===== src/rtl/multdiv_pkg.sv =====
// Shared encodings for the multiply/divide sequencing logic.
// Holds the iteration-counter FSM state and boundary-mode constants.
package multdiv_pkg;

  typedef enum logic [1:0] {
    S_IDLE = 2'b00,
    S_RUN  = 2'b01,
    S_DONE = 2'b10
  } state_e;

  localparam int MODE_WRAP = 0;
  localparam int MODE_SAT  = 1;

endpackage


===== src/rtl/iter_counter_next.sv =====
// Next-count and terminal-count logic for the iteration counter; purely combinational.
// No flow control: the result is valid in the same cycle as its inputs.
module iter_counter_next
  import multdiv_pkg::*;
#(
  parameter int WIDTH = 6,
  parameter int MAX   = 63,
  parameter int MODE  = MODE_WRAP
) (
  input  logic [WIDTH-1:0] i_count,
  input  logic             i_en,
  input  logic             i_up,
  output logic [WIDTH-1:0] o_count_nxt,
  output logic             o_tc
);

  localparam logic [WIDTH-1:0] MAX_W = WIDTH'(MAX);
  localparam logic [WIDTH-1:0] ONE_W = WIDTH'(1);

  logic w_at_max;
  logic w_over_max;
  logic w_at_zero;

  assign w_at_max   = (i_count == MAX_W);
  assign w_over_max = (i_count > MAX_W);
  assign w_at_zero  = (i_count == '0);

  assign o_tc = i_en & ((i_up & w_at_max) | (~i_up & w_at_zero));

  // A loaded value above MAX takes the up-boundary path but decrements normally.
  always_comb begin
    o_count_nxt = i_count;
    if (i_en) begin
      if (i_up) begin
        if (w_at_max || w_over_max) begin
          o_count_nxt = (MODE == MODE_SAT) ? MAX_W : '0;
        end else begin
          o_count_nxt = i_count + ONE_W;
        end
      end else begin
        if (w_at_zero) begin
          o_count_nxt = (MODE == MODE_SAT) ? '0 : MAX_W;
        end else begin
          o_count_nxt = i_count - ONE_W;
        end
      end
    end
  end

endmodule


===== src/rtl/iter_counter.sv =====
// Iteration counter with start/busy/done run control; count, busy, done are registered, tc is combinational.
// No backpressure: start is ignored while running, load and en always act on the next edge.
module iter_counter
  import multdiv_pkg::*;
#(
  parameter int WIDTH = 6,
  parameter int MAX   = 63,
  parameter int MODE  = MODE_WRAP
) (
  input  logic             clk,
  input  logic             clr_n,
  input  logic             en,
  input  logic             up,
  input  logic             load,
  input  logic [WIDTH-1:0] load_val,
  input  logic             start,
  output logic [WIDTH-1:0] count,
  output logic             tc,
  output logic             busy,
  output logic             done
);

  if ((MAX < 1) || (longint'(MAX) >= (longint'(1) << WIDTH))) begin : g_bad_max
    $error("iter_counter: MAX must satisfy 1 <= MAX <= 2**WIDTH-1");
  end

  state_e           r_state;
  state_e           w_state_nxt;
  logic [WIDTH-1:0] r_count;
  logic [WIDTH-1:0] w_count_step;
  logic [WIDTH-1:0] w_count_nxt;
  logic             w_tc;
  logic             w_start_acc;
  logic             r_busy;
  logic             r_done;

  iter_counter_next #(
    .WIDTH (WIDTH),
    .MAX   (MAX),
    .MODE  (MODE)
  ) u_next (
    .i_count     (r_count),
    .i_en        (en),
    .i_up        (up),
    .o_count_nxt (w_count_step),
    .o_tc        (w_tc)
  );

  assign w_start_acc = start & (r_state != S_RUN);

  // Load owns the count but never blocks a start; in RUN it defers completion.
  always_comb begin
    w_state_nxt = r_state;
    w_count_nxt = w_count_step;
    if (load) begin
      w_count_nxt = load_val;
    end else if (w_start_acc) begin
      w_count_nxt = '0;
    end
    case (r_state)
      S_IDLE:  if (start) w_state_nxt = S_RUN;
      S_RUN:   if (w_tc && !load) w_state_nxt = S_DONE;
      S_DONE:  w_state_nxt = start ? S_RUN : S_IDLE;
      default: w_state_nxt = S_IDLE;
    endcase
  end

  always_ff @(posedge clk or negedge clr_n) begin
    if (!clr_n) begin
      r_state <= S_IDLE;
      r_count <= '0;
      r_busy  <= 1'b0;
      r_done  <= 1'b0;
    end else begin
      r_state <= w_state_nxt;
      r_count <= w_count_nxt;
      r_busy  <= (w_state_nxt == S_RUN);
      r_done  <= (w_state_nxt == S_DONE);
    end
  end

  assign count = r_count;
  assign tc    = w_tc;
  assign busy  = r_busy;
  assign done  = r_done;

endmodule


===== config.mk =====
export PLATFORM = sky130hd
export DESIGN_NAME = iter_counter
export DESIGN_NICKNAME = d
export VERILOG_FILES = /design/src/rtl/multdiv_pkg.sv /design/src/rtl/iter_counter_next.sv /design/src/rtl/iter_counter.sv
export SDC_FILE = /design/constraint.sdc
export NUM_CORES = 1
export LEC_CHECK = 0
export CAP_MARGIN = 10
export CELL_PAD_IN_SITES_DETAIL_PLACEMENT = 1
export CELL_PAD_IN_SITES_GLOBAL_PLACEMENT = 1
export CORE_MARGIN = 4
export CORE_UTILIZATION = 30
export CTS_CLUSTER_DIAMETER = 150
export CTS_CLUSTER_SIZE = 16
export DETAILED_ROUTE_END_ITERATION = 10
export PLACE_DENSITY = 0.68
export SLEW_MARGIN = 5
export SYNTH_ARGS = -nofsm -noshare
export SYNTH_HDL_FRONTEND = slang
export SYNTH_SLANG_ARGS = --single-unit

===== constraint.sdc =====
create_clock -name clk -period 1.91 [get_ports clk]
set_clock_uncertainty 0.05 [all_clocks]
set_input_delay 0.382 -clock clk [delete_from_list [all_inputs] [get_ports clk]]
set_output_delay 0.382 -clock clk [all_outputs]
set_load 0.01 [all_outputs]

### Word-level counts from Yosys, hierarchy flattened

Index checks and enable logic that the tools add are counted.

* bits of input ports: 12
* word-level logic and storage cells: 35
* output and inout bits: 9
* bits in registers: 10

* order comparisons: 1
* reductions and logical operators: 6
* add/subtract/negate cells: 2
* bitwise gates (word level): 6
* equality and inequality tests: 6
* muxes and demuxes: 10

Operators with widths (number)
* $mux 6: 6
* $add 6x1->6 const B: 1
* $eq 6x6->1 const B: 1
* $gt 6x6->1 const B: 1
* $logic_not 6->1: 1
* $pmux 2 s3: 1
* $sub 6x1->6 const B: 1
* $and 1x1->1: 4
* $eq 2x1->1 const B: 2
* $eq 2x2->1 const B: 2
* $mux 2: 2
* $reduce_bool 3->1: 1
* $logic_not 2->1: 1
* $ne 2x1->1 const B: 1
* $logic_and 1x1->1: 1
* $logic_not 1->1: 1
* $logic_or 1x1->1: 1
* $mux 1: 1
* $not 1->1: 1
* $or 1x1->1: 1

### Depth between registers and ports, before layout

* depth in word-level cells: 8
* depth in mapped cells: 6
* depth with buffers taken out: 6

### Modules after synthesis

A second synthesis with hierarchy kept.

* cell total of the unflattened synthesis: 86
* area, all modules: 828.3 µm²

By module, submodules not included
* iter_counter: area each 430.4 µm², cells an instance 32, times used 1, seq. area each 250.2 µm²
* iter_counter_next: area each 397.9 µm², cells an instance 54, times used 1, seq. area each 0.0 µm²

### Worst setup path before layout

OpenSTA, ideal clock, no wires.

* path kind: register to output
* start point: register r_count[0], in the netlist count[0]
* end point: output port tc
* data arrival time: 1.552 ns
* stages on the path, launching flop included: 6
* slack: -0.074 ns
* buffers on the path: 0
* required time: 1.478 ns
* cell sequence: dfrtp_1 inv_1 ha_1 or4b_4 o21ai_4 o211a_4

* cells in the longest elaborated chain, start to end: 4
* elaborated cells on any way between the ends: 6
* classes of those cells: 1 x eq/ne; 4 x bitwise; 1 x reduce/logical

Ends and longest elaborated chain
* start, declared: line iter_counter.sv:29 `logic [WIDTH-1:0] r_count;`
* start signal, assigned: line iter_counter.sv:76 `r_count <= w_count_nxt;`
* $eq 6x6->1 or $logic_not 6->1 (tied branches): line iter_counter_next.sv:24, iter_counter_next.sv:26
* $and 1x1->1: line iter_counter_next.sv:28 `assign o_tc = i_en & ((i_up & w_at_max) | (~i_up & w_at_zero));`
* $or 1x1->1 (*): line iter_counter_next.sv:28
* $and 1x1->1 (*): line iter_counter_next.sv:28
* end, declared: line iter_counter.sv:18 `output logic tc,`

Every way passes the cells marked *; elsewhere a longest branch is shown, timed or not.

### Worst setup path after layout

Ends and elaborated chain as after synthesis.

==> out/qor.txt <==
synthesis warning total = 0
fin crit period = 2200 ps
crit end category = output pin
GR Util met3 = 2.40%
grt met2 use = 33.3%
Mean Syn Cell Area = 8.81 um2
number of synthesized flops with an enable pin = 0
worst hold-check path type = in -> async
post-route cell area = 1270 um2
most common cell after layout, fill and taps aside = buf_4
Syn Nets = 104
RSZ-0062 raised after global routing = yes
Setup-failing EPs final = 3
Final Slew Violations = 0
Least-Margin Pin Slew = 497 ps
outcome = complete, but fails checks
Worst path max stage delay = 470 ps
Setup TNS Final = -450 ps
Synth Area in Simple Gates = 19.5%
CP arrival = 1770 ps
clock-pin slew on the worst setup and hold paths = 70 ps
share of post-route cells with drive strength above 1 = 36.6%
Die ar. = 3500 um2
largest net degree at the start of global routing = 14
max_slew headroom = 66.7%
Final #Nets = 150
Total GRT Usage = 18.6%
core area = 2480 um2
cell area power density = 664 nW/um2
GRT overflow = 0
VDD IR-drop max = 0.000422 V
1st-iter DRT viols = 24
total design power = 0.843 mW
post-synthesis mux area share = 1.28%
Layout area overhead = 62.0%
Worst Setup Start Kind = flop
Most Crowded Layer GR = met2
TritonRoute pass-1 iters = 3
ANT nets after route = 0
clk_lat worst skew = 270 ps
CTS tree = yes
CP Max Fanout = 2
GR Util met1 = 22.1%
Rows = 18
WL/cell = 18.8 um
Synth Area in XOR/XNOR = 2.23%
DIE HEIGHT = 59.1 um
Netlist cell types = 39
Via density = 5.46
Compound-Gate Fraction of Synth Area = 33.3%
Max H-tree Level = 1
Remaining DRCs = 0
clock tree sinks = 10
top_reg_cell synth = dfrtp_1
DIE WIDTH = 59.1 um
number of fillers in the final layout = 309
adder-cell share of the synthesized area = 4.78%
failing checks = setup timing
Final HPWL DP = 2260 um
Critical Path RT = 1480 ps
Bufs on Longest Clock Path = 2
TritonCTS buffer count = 3
drt total wl = 3080 um
Max-Cap Viols = 0
final worst slack = -288 ps
Async SR Flop Fraction = 100%
GPL Wtd Cong = 0.837
Synth Cell Area = 785 um2
Vias = 895
Peak Freq = 455 MHz
Setup CP Type = reg -> out
sequential cell area fraction in the yosys report = 31.9%
Critical Path, Cell by Cell = inv_2 -> ha_1 -> or4b_4 -> o21ai_4 -> o211a_4 -> buf_6
largest family of logic cells by synthesized area = compound AO/OA/AOI/OAI gates
vias in the first global route = 1004
initial core utilization = 31.7%
Leakage Power = 0.545 nW
most frequent cells in the layout = buf_4, clkdlybuf4s50_1, nand2_1, dfrtp_1, a21oi_1
Final period util = 115%
first-pass GRT wire length = 4770 um
critical path's slowest cell = or4b_4
synthesized flop and latch total = 10
diodes inserted = 0
Port Buf Inserts = 20
I/O pins = 21
placed cell area = 1160 um2
Root Buffer = clkbuf_4
Post-Syn Instances = 89
Final Hold Viols = 0
initial antenna violation count = 0
## worst max-delay path: cells and delay by family, from the launching register on
family	cells	cell delay [ps]
compound gates	2	320
buf+inv	2	160
simple gates	1	470
fa+ha+maj	1	130
flops	1	410
## synthesized netlist by cell type (all sizes together) (3+ instances only)
cell,count,share of area [%]
a22oi,4,3.8
buf,3,2.6
a21oi,7,4.5
inv,6,2.9
nor2,4,1.9
o21ai,5,4.6
dfrtp,10,32
clkbuf,3,1.6
ha,3,4.8
nand2,12,5.7
o311ai,3,3.3
a31oi,3,2.4
## per-stage QoR
stage	worst slack [ps]	util (%)	hold WS [ps]	std cells
floorplan	-19.1	-	36.4	89
global placement	-414	47.0	484	156
detailed placement	-451	47.0	505	156
CTS	-326	49.2	403	162
global route	-340	51.3	438	164
finish	-288	51.3	392	164
## timing repair
action | CTS | global route
pin swaps | 5 | 6
hold endpoints to repair | 0 | 0
gates resized for setup | 9 | 8
buffers inserted | 2 | 4
hold buffers | 0 | 0
setup endpoints to repair | 3 | 9
## metal layers
layer	wire length, um	share of wire (%)	vias up
met3	65	2.1	6
met4	57	1.9	0
met2	1640	53	16
li1	-	-	425
met1	1310	43	448
met5	0	0	-
## state kept, by name, indices dropped and copies added (netlist names)
signal	cells
busy	1
count	6
done	1
r_state	2
## power breakdown
group	total, mW	switching (mW)	leakage, nW	internal, mW
logic	0.425	0.214	0.413	0.211
clock network	0.157	0.0764	0.0150	0.0808
registers	0.261	0.0219	0.118	0.239
total	0.843	0.312	0.545	0.531
## worst paths after layout
path,from,end,slack [ps],cells past startpoint
min in group clk,r_state[0],r_state[0],510,1
worst min-delay path,clr_n,count[2],390,1
worst min register to register,r_state[0],r_state[0],510,1
max in group asynchronous,clr_n,count[1],1060,1
worst max-delay path,count[0],tc,-290,6
worst max register to register,count[0],count[4],-130,8
## kinds of logic (layout without fill, tap and decap cells)
kind of cell	count (synthesis)	in the layout
muxes	1	1
AOI/OAI and AO/OA	34	34
buffers and inverters	12	57
xor gates and xnor gates	2	2
adders and majority gates	3	3
DFF	10	10
and+or+nand+nor	27	27
## area by class of cell
class / instances / area, um2 / share of cell area (%)
inverter: 6 / 22.5 / 1.77
tap: 30 / 37.5 / 2.95
timing repair buffer: 47 / 409 / 32.2
multi-input combinational: 67 / 523 / 41.1
sequential: 10 / 253 / 19.9
clock buffer: 4 / 26.3 / 2.07
Power figures use the tool's default switching activity.
